==> src/rtl/mem_arb_pkg.sv <==
// ---------------------------------------------------------------------------
// mem_arb_pkg
//
// Shared definitions for the unified-memory port arbiter:
//   - arb_state_t : sequencing FSM encoding (IDLE / BUSY / DONE)
//   - owner_t     : which pipeline stage owns the current transaction
//   - next_owner(): fixed-priority pick between the two requesters
// ---------------------------------------------------------------------------
package mem_arb_pkg;

  typedef enum logic [1:0] {
    ST_IDLE = 2'b00,
    ST_BUSY = 2'b01,
    ST_DONE = 2'b10
  } arb_state_t;

  typedef enum logic {
    OWN_IF = 1'b0,
    OWN_DM = 1'b1
  } owner_t;

  // Data memory always wins a collision. Fetch can be starved, which is
  // harmless: while DM stalls, the front of the pipe is frozen anyway.
  // Only meaningful when at least one request is present.
  function automatic owner_t next_owner(input logic dm_req);
    return dm_req ? OWN_DM : OWN_IF;
  endfunction

endpackage

==> src/rtl/timeout_counter.sv <==
// ---------------------------------------------------------------------------
// timeout_counter
//
// Counts the cycles a memory transaction has spent waiting for its ack.
//
// Ports:
//   clk    in   clock
//   rst    in   synchronous active-high reset, zeroes the count
//   clear  in   synchronous clear (has priority over enable)
//   enable in   count this cycle
//   tc     out  combinational: this enabled cycle is the TIMEOUT-th one
//
// The count holds the number of enabled cycles already elapsed, so tc is
// raised during the TIMEOUT-th enabled cycle itself; the owner of the counter
// can then leave its waiting state on that same edge.
// ---------------------------------------------------------------------------
module timeout_counter #(
  parameter int TIMEOUT = 15,
  parameter int W       = $clog2(TIMEOUT + 1)
) (
  input  logic clk,
  input  logic rst,
  input  logic clear,
  input  logic enable,
  output logic tc
);

  localparam logic [W-1:0] LAST = W'(TIMEOUT - 1);

  logic [W-1:0] count;

  always_ff @(posedge clk) begin
    if (rst || clear) begin
      count <= '0;
    end else if (enable && (count != LAST)) begin
      // Saturate at LAST; the FSM leaves BUSY on tc so this is only a guard.
      count <= count + W'(1);
    end
  end

  assign tc = enable && (count == LAST);

endmodule

==> src/rtl/mem_port_arbiter.sv <==
// ---------------------------------------------------------------------------
// mem_port_arbiter
//
// Shares one single-port instruction/data memory between the fetch stage (IF)
// and the memory stage (DM). One transaction at a time, DM has strict
// priority, every transaction is bounded by a timeout.
//
// Ports:
//   clk, rst              clock, synchronous active-high reset
//   if_req/if_addr        fetch request (level, held until if_valid)
//   if_rdata/if_valid     fetched word (held) and one-cycle completion pulse
//   dm_req/dm_we/dm_addr/dm_wdata  data request (level, held until dm_valid)
//   dm_rdata/dm_valid     load data (held) and one-cycle completion pulse
//   mem_req/mem_we/mem_addr/mem_wdata  registered memory request
//   mem_rdata/mem_ack     memory read data and one-cycle completion
//   stall_if/stall_dm     combinational stall = req & ~valid
//   err                   one-cycle pulse with valid when the access timed out
//   busy                  FSM is not IDLE
//
// Handshake: a requester raises req and holds it, with its address/data
// stable, until it sees its valid pulse; valid is high for exactly one cycle
// and rdata is already updated in that cycle. On the memory side mem_req and
// the address/data stay stable until mem_ack is seen for one cycle; an ack
// outside BUSY carries no meaning and is ignored.
//
// Cycle sequence for the shortest access:
//   cycle 0 IDLE (grant), cycle 1 BUSY (mem_req, ack), cycle 2 DONE (valid),
//   cycle 3 IDLE again.
// ---------------------------------------------------------------------------
module mem_port_arbiter
  import mem_arb_pkg::*;
#(
  parameter int ADDR_W  = 8,
  parameter int DATA_W  = 16,
  parameter int TIMEOUT = 15
) (
  input  logic              clk,
  input  logic              rst,
  input  logic              if_req,
  input  logic [ADDR_W-1:0] if_addr,
  output logic [DATA_W-1:0] if_rdata,
  output logic              if_valid,
  input  logic              dm_req,
  input  logic              dm_we,
  input  logic [ADDR_W-1:0] dm_addr,
  input  logic [DATA_W-1:0] dm_wdata,
  output logic [DATA_W-1:0] dm_rdata,
  output logic              dm_valid,
  output logic              mem_req,
  output logic              mem_we,
  output logic [ADDR_W-1:0] mem_addr,
  output logic [DATA_W-1:0] mem_wdata,
  input  logic [DATA_W-1:0] mem_rdata,
  input  logic              mem_ack,
  output logic              stall_if,
  output logic              stall_dm,
  output logic              err,
  output logic              busy
);

  arb_state_t state;
  owner_t     owner;
  logic       timed_out;

  // The wait counter runs only while a request is outstanding and restarts
  // from zero for every transaction.
  timeout_counter #(
    .TIMEOUT (TIMEOUT)
  ) u_timeout (
    .clk    (clk),
    .rst    (rst),
    .clear  (state != ST_BUSY),
    .enable (state == ST_BUSY),
    .tc     (timed_out)
  );

  always_ff @(posedge clk) begin
    if (rst) begin
      state     <= ST_IDLE;
      owner     <= OWN_IF;
      mem_req   <= 1'b0;
      mem_we    <= 1'b0;
      mem_addr  <= '0;
      mem_wdata <= '0;
      if_rdata  <= '0;
      dm_rdata  <= '0;
      if_valid  <= 1'b0;
      dm_valid  <= 1'b0;
      err       <= 1'b0;
      busy      <= 1'b0;
    end else begin
      // Completion flags are pulses: default low, set only on the edge that
      // enters DONE.
      if_valid <= 1'b0;
      dm_valid <= 1'b0;
      err      <= 1'b0;

      case (state)
        ST_IDLE: begin
          if (dm_req || if_req) begin
            owner   <= next_owner(dm_req);
            mem_req <= 1'b1;
            busy    <= 1'b1;
            state   <= ST_BUSY;
            if (dm_req) begin
              mem_we    <= dm_we;
              mem_addr  <= dm_addr;
              mem_wdata <= dm_wdata;
            end else begin
              // Fetches are always reads; zero the unused write data so the
              // bus does not carry stale store data.
              mem_we    <= 1'b0;
              mem_addr  <= if_addr;
              mem_wdata <= '0;
            end
          end
        end

        ST_BUSY: begin
          // Ack takes precedence over a timeout landing on the same cycle.
          if (mem_ack) begin
            mem_req <= 1'b0;
            mem_we  <= 1'b0;
            state   <= ST_DONE;
            if (owner == OWN_DM) begin
              dm_valid <= 1'b1;
              // A store returns nothing; keep the last load result.
              if (!mem_we) begin
                dm_rdata <= mem_rdata;
              end
            end else begin
              if_valid <= 1'b1;
              if_rdata <= mem_rdata;
            end
          end else if (timed_out) begin
            // Give up: report the error, leave read data untouched.
            mem_req <= 1'b0;
            mem_we  <= 1'b0;
            err     <= 1'b1;
            state   <= ST_DONE;
            if (owner == OWN_DM) begin
              dm_valid <= 1'b1;
            end else begin
              if_valid <= 1'b1;
            end
          end
        end

        ST_DONE: begin
          // No arbitration here: a requester sees its valid this cycle and
          // may still be holding req, which must not win a second grant.
          busy  <= 1'b0;
          state <= ST_IDLE;
        end

        default: begin
          mem_req <= 1'b0;
          mem_we  <= 1'b0;
          busy    <= 1'b0;
          state   <= ST_IDLE;
        end
      endcase
    end
  end

  assign stall_if = if_req & ~if_valid;
  assign stall_dm = dm_req & ~dm_valid;

endmodule
==> config.mk <==
export PLATFORM = sky130hd
export DESIGN_NAME = mem_port_arbiter
export DESIGN_NICKNAME = d
export VERILOG_FILES = /design/src/rtl/mem_arb_pkg.sv /design/src/rtl/timeout_counter.sv /design/src/rtl/mem_port_arbiter.sv
export SDC_FILE = /design/constraint.sdc
export NUM_CORES = 1
export LEC_CHECK = 0
export CELL_PAD_IN_SITES_DETAIL_PLACEMENT = 0
export CELL_PAD_IN_SITES_GLOBAL_PLACEMENT = 1
export CORE_UTILIZATION = 31
export CTS_CLUSTER_DIAMETER = 40
export CTS_CLUSTER_SIZE = 16
export DETAILED_ROUTE_END_ITERATION = 8
export PLACE_DENSITY_LB_ADDON = 0.1
export SYNTH_ARGS = -nofsm -noshare
export SYNTH_HDL_FRONTEND = slang
export SYNTH_SLANG_ARGS = --single-unit
==> constraint.sdc <==
create_clock -name clk -period 1.52 [get_ports clk]
set_input_delay 0.228 -clock clk [delete_from_list [all_inputs] [get_ports clk]]
set_output_delay 0.228 -clock clk [all_outputs]
set_load 0.02 [all_outputs]
==> flow_summary.rst <==
.. list-table::
   :header-rows: 1

   * - Metric
     - Value
   * - Detailed-route via count
     - between 2000 and 3000
   * - Number of global-route vias before repair
     - between 2000 and 2500
   * - Post-detailed-route count of antenna-violating nets
     - 0
   * - Part of the Yosys area used for sequential elements
     - between 40 and 50%
   * - Global-route track usage on met3
     - between 5 and 6%
   * - Die span in y
     - approximately 97 um
   * - Stages on the worst setup path
     - 1
   * - Total GRT Usage
     - between 10% and 20%
   * - Transition time of the tightest slew-check pin
     - ~0.31 ns
   * - Type of the tightest min-delay check
     - in -> reg
   * - Area share of the largest cell type after synthesis
     - between 40% and 50%
   * - I/O pin count
     - roughly 120
   * - Number of unique standard cell types used by synthesis
     - 39
   * - Hold-critical path depth
     - 3
   * - Headroom to the max-slew limit
     - between 70% and 80%
   * - Die outline area
     - roughly 9500 um2
   * - Largest net degree at the start of global routing
     - 78
   * - Total power density per cell area
     - 1030 nW/um2
   * - Cell-by-cell trace of the critical path
     - clkdlybuf4s50_1
   * - Die outline width
     - 97.3 um
   * - Placed cell area
     - 4200 um2
   * - Number of placement rows
     - 34
   * - Period utilisation layout
     - 96.3%
   * - Grt peak-use layer
     - met2
   * - Setup repair after global routing missed its margin
     - no
   * - Maximum clock skew at final layout
     - about 0.011 ns
   * - Total routed wirelength
     - ~7.2 mm
   * - Main flop type after synthesis
     - sky130_fd_sc_hd__dfxtp_1
   * - Area of the mapped netlist
     - around 2800 um2
   * - Setup slack of the most critical reg-to-reg path
     - between 0.15 and 0.2 ns
   * - Register-to-Register Path Depth
     - 4
   * - First-iteration detailed-routing DRC count
     - 39
   * - Worst Hold Margin
     - roughly 0.36 ns
   * - Crit path launch type
     - flip-flop
   * - Kind of critical path
     - reg -> out
   * - # port buffers
     - 117
   * - Met2 GRT Util
     - ~25%
   * - Worst stage delay on the critical path
     - between 0.5 and 0.6 ns
   * - Leakage power summed over all cells
     - ~2.1 nW
   * - Sink count of the clock tree
     - 69
   * - CTS root buf
     - sky130_fd_sc_hd__clkbuf_8
   * - CTS clock-pin slew for the worst setup and hold paths
     - 0.08 ns
   * - Mean routed wirelength per cell
     - 13.0 um
   * - Length of the first detailed-routing pass in iterations
     - 4
   * - Overflow left after global routing
     - 0
   * - Average footprint of a synthesized cell
     - about 9.0 um2
   * - Clock tree from TritonCTS
     - done
   * - WP data arrival
     - 1.24 ns
   * - Final critical-path setup slack
     - 0.0564 ns
   * - Hold-critical path endpoint
     - state[1]$_SDFFE_PP0P_
   * - Worst reg2reg path endpoint
     - u_timeout.count[3]$_SDFFE_PP0P_
   * - CP top delay family
     - buffers and inverters
   * - Fmax
     - just under 700 MHz
   * - Routability cong.
     - ~0.73
   * - Dpl ws
     - -0.152 ns
   * - Ratio of routed vias to standard cells
     - 4.60
   * - Result of the run
     - finished clean
   * - Starting density of the core
     - about 32%
   * - Post-DP HPWL
     - a little under 5 mm
   * - Antenna diode count
     - 0
   * - Met1 routing resource usage after global routing
     - 19.4%
   * - Worst vdd rail ir drop
     - roughly 400 uV
   * - Syn Nets
     - about 370
   * - Buffers and inverters on the worst path
     - 1
   * - Placeable core region
     - 8760 um2
   * - Net count reported at finish
     - slightly below 500
   * - Final count of pins violating max slew
     - 0
   * - Number of buffers created by CTS
     - 9
   * - Slowest-stage cell, CP
     - sky130_fd_sc_hd__clkdlybuf4s50_1
   * - Data required time at the worst endpoint
     - roughly 1.3 ns
   * - Remaining DRCs
     - 0
   * - Count of warnings emitted by yosys
     - 0
   * - Fraction of final layout cells with drive strength greater than 1
     - 9.95%
   * - Synthesis-to-layout area growth
     - 56.9%
   * - Final setup violation count
     - 0
   * - Min cycle time layout
     - between 1 and 1.5 ns
   * - Final number of hold-violating endpoints
     - 0
   * - Count of flip-flops with a built-in enable after synthesis
     - 0
   * - Max Root-Sink Buffers
     - 2
   * - Type of destination of the critical path
     - output port
   * - Synthesis-stage register bit count
     - 69
   * - Number of setup buffers added after CTS
     - 0
   * - Crit Reg-Reg Startpoint
     - u_timeout.count[1]$_SDFFE_PP0P_
   * - Finished Core Util
     - between 50% and 60%
   * - Number of antenna violations at the first check in global routing
     - 0
   * - Launch instance of the worst min-delay path
     - rst
   * - First-pass GRT wire length
     - 11.9 mm
   * - Instance count of the mapped netlist
     - 313
   * - Hold buffers post-CTS
     - 0
   * - Area leader, netlist
     - sky130_fd_sc_hd__dfxtp_1
   * - Area of all placed cells without fillers
     - 4410 um2
   * - Critical path fanouts, max
     - 1
   * - Clock insertion delay at the later pin of the skew report
     - about 0.34 ns
   * - Number of max-capacitance violations reported
     - 0
   * - Post-synthesis async set-or-reset flop share
     - 0%
   * - Total Power Consumption
     - 0.00456 W
   * - Synth top area cells
     - sky130_fd_sc_hd__dfxtp_1 (49%), sky130_fd_sc_hd__mux2i_1 (8.5%), sky130_fd_sc_hd__a21oi_1 (7.6%)
   * - H-tree level count
     - 3
-- cell families after synthesis --
group	synth area share (%)
AND/OR/NAND/NOR	21.5
multiplexers	8.54
adder cells (fa/ha/maj)	0.889
AO/OA/AOI/OAI	14.9
XOR/XNOR	0.311
buffers and inverters	4.85
flip-flops	49.1
-- cell usage after synthesis (2+ instances only) --
cell	instances
sky130_fd_sc_hd__ha_1	2
sky130_fd_sc_hd__buf_1	3
sky130_fd_sc_hd__buf_2	4
sky130_fd_sc_hd__buf_4	2
sky130_fd_sc_hd__o21ai_0	25
sky130_fd_sc_hd__buf_6	2
sky130_fd_sc_hd__inv_1	4
sky130_fd_sc_hd__a211oi_1	2
sky130_fd_sc_hd__dfxtp_1	69
sky130_fd_sc_hd__nor2b_1	3
sky130_fd_sc_hd__a31oi_1	3
sky130_fd_sc_hd__nand2_1	50
sky130_fd_sc_hd__nor2_1	3
sky130_fd_sc_hd__clkbuf_1	10
sky130_fd_sc_hd__or3_1	8
sky130_fd_sc_hd__clkbuf_2	3
sky130_fd_sc_hd__mux2i_1	24
sky130_fd_sc_hd__nand2b_1	33
sky130_fd_sc_hd__a21oi_1	43
-- per-layer routing --
metal	vias to the layer above	part of all wire [%]
li1	1307	-
met1	1140	46
met2	77	46
met3	6	6.8
met4	0	1.1
met5	-	0
-- timing repair --
item	4_1_cts	5_1_grt
endpoints found under the setup margin	53	23
hold endpoints to repair	0	0
resized for setup	53	11
pin swaps	0	0
-- stage by stage --
| stage | std cells | TNS [ns] |
|---|---|---|
| after floorplan | 313 | 0 |
| final | 550 | 0 |
| after global routing | 550 | 0 |
| after CTS | 550 | 0 |
| after detailed placement | 534 | -2.42 |
| after global placement | 534 | -1.97 |
-- power breakdown --
group	switching [W]	total, W	internal, W
registers	0.0000501	0.00194	0.00189
logic	0.000353	0.000724	0.000371
clock network	0.000712	0.00190	0.00118
total	0.00112	0.00456	0.00345
-- state kept, by name, indices dropped and copies added, names as in the netlist --
name	count
if_rdata	16
dm_valid	1
u_timeout.count	4
dm_rdata	16
err	1
mem_addr	8
if_valid	1
mem_req	1
owner	1
mem_wdata	16
busy	1
state	2
mem_we	1
-- final cells by class --
type | instances | area [um2]
Timing Repair Buffer | 137 | 1310
Tap cell | 108 | 135
Clock buffer | 11 | 151
Multi-Input combinational cell | 216 | 1310
Clock inverter | 5 | 106
Inverter | 4 | 15.0
Sequential cell | 69 | 1380
Fill cell | 891 | 4350
-- cell usage in the layout (no fill, tap or decap), types with 2 or more instances in the layout --
cell type and count:
sky130_fd_sc_hd__nand2b_1 33, sky130_fd_sc_hd__dfxtp_1 68, sky130_fd_sc_hd__dlygate4sd2_1 53, sky130_fd_sc_hd__a31oi_1 3, sky130_fd_sc_hd__o21ai_0 25, sky130_fd_sc_hd__nor2b_1 3
sky130_fd_sc_hd__or3_1 8, sky130_fd_sc_hd__mux2i_1 24, sky130_fd_sc_hd__nor2_1 3, sky130_fd_sc_hd__ha_1 2, sky130_fd_sc_hd__a21oi_1 43, sky130_fd_sc_hd__clkdlybuf4s50_1 53
sky130_fd_sc_hd__buf_12 3, sky130_fd_sc_hd__clkbuf_8 11, sky130_fd_sc_hd__bufinv_16 3, sky130_fd_sc_hd__dlymetal6s2s_1 10, sky130_fd_sc_hd__inv_1 4, sky130_fd_sc_hd__nand2_1 50
sky130_fd_sc_hd__a211oi_1 2, sky130_fd_sc_hd__buf_4 17
-- worst max path at each step --
stage | to | startpoint | slack (ns)
3_3_place_gp | stall_dm | dm_req | -0.14
3_5_place_dp | stall_if | if_req | -0.15
5_1_grt | err | err$_SDFF_PP0_ | 0.01
2_1_floorplan | dm_rdata[10]$_SDFFE_PP0P_ | state[0]$_SDFFE_PP0P_ | 0.27
4_1_cts | mem_addr[5] | mem_addr[5]$_SDFFE_PP0P_ | 0.0007
6_report | err | err$_SDFF_PP0_ | 0.06
Note: power is estimated with default switching activity, not from simulation.
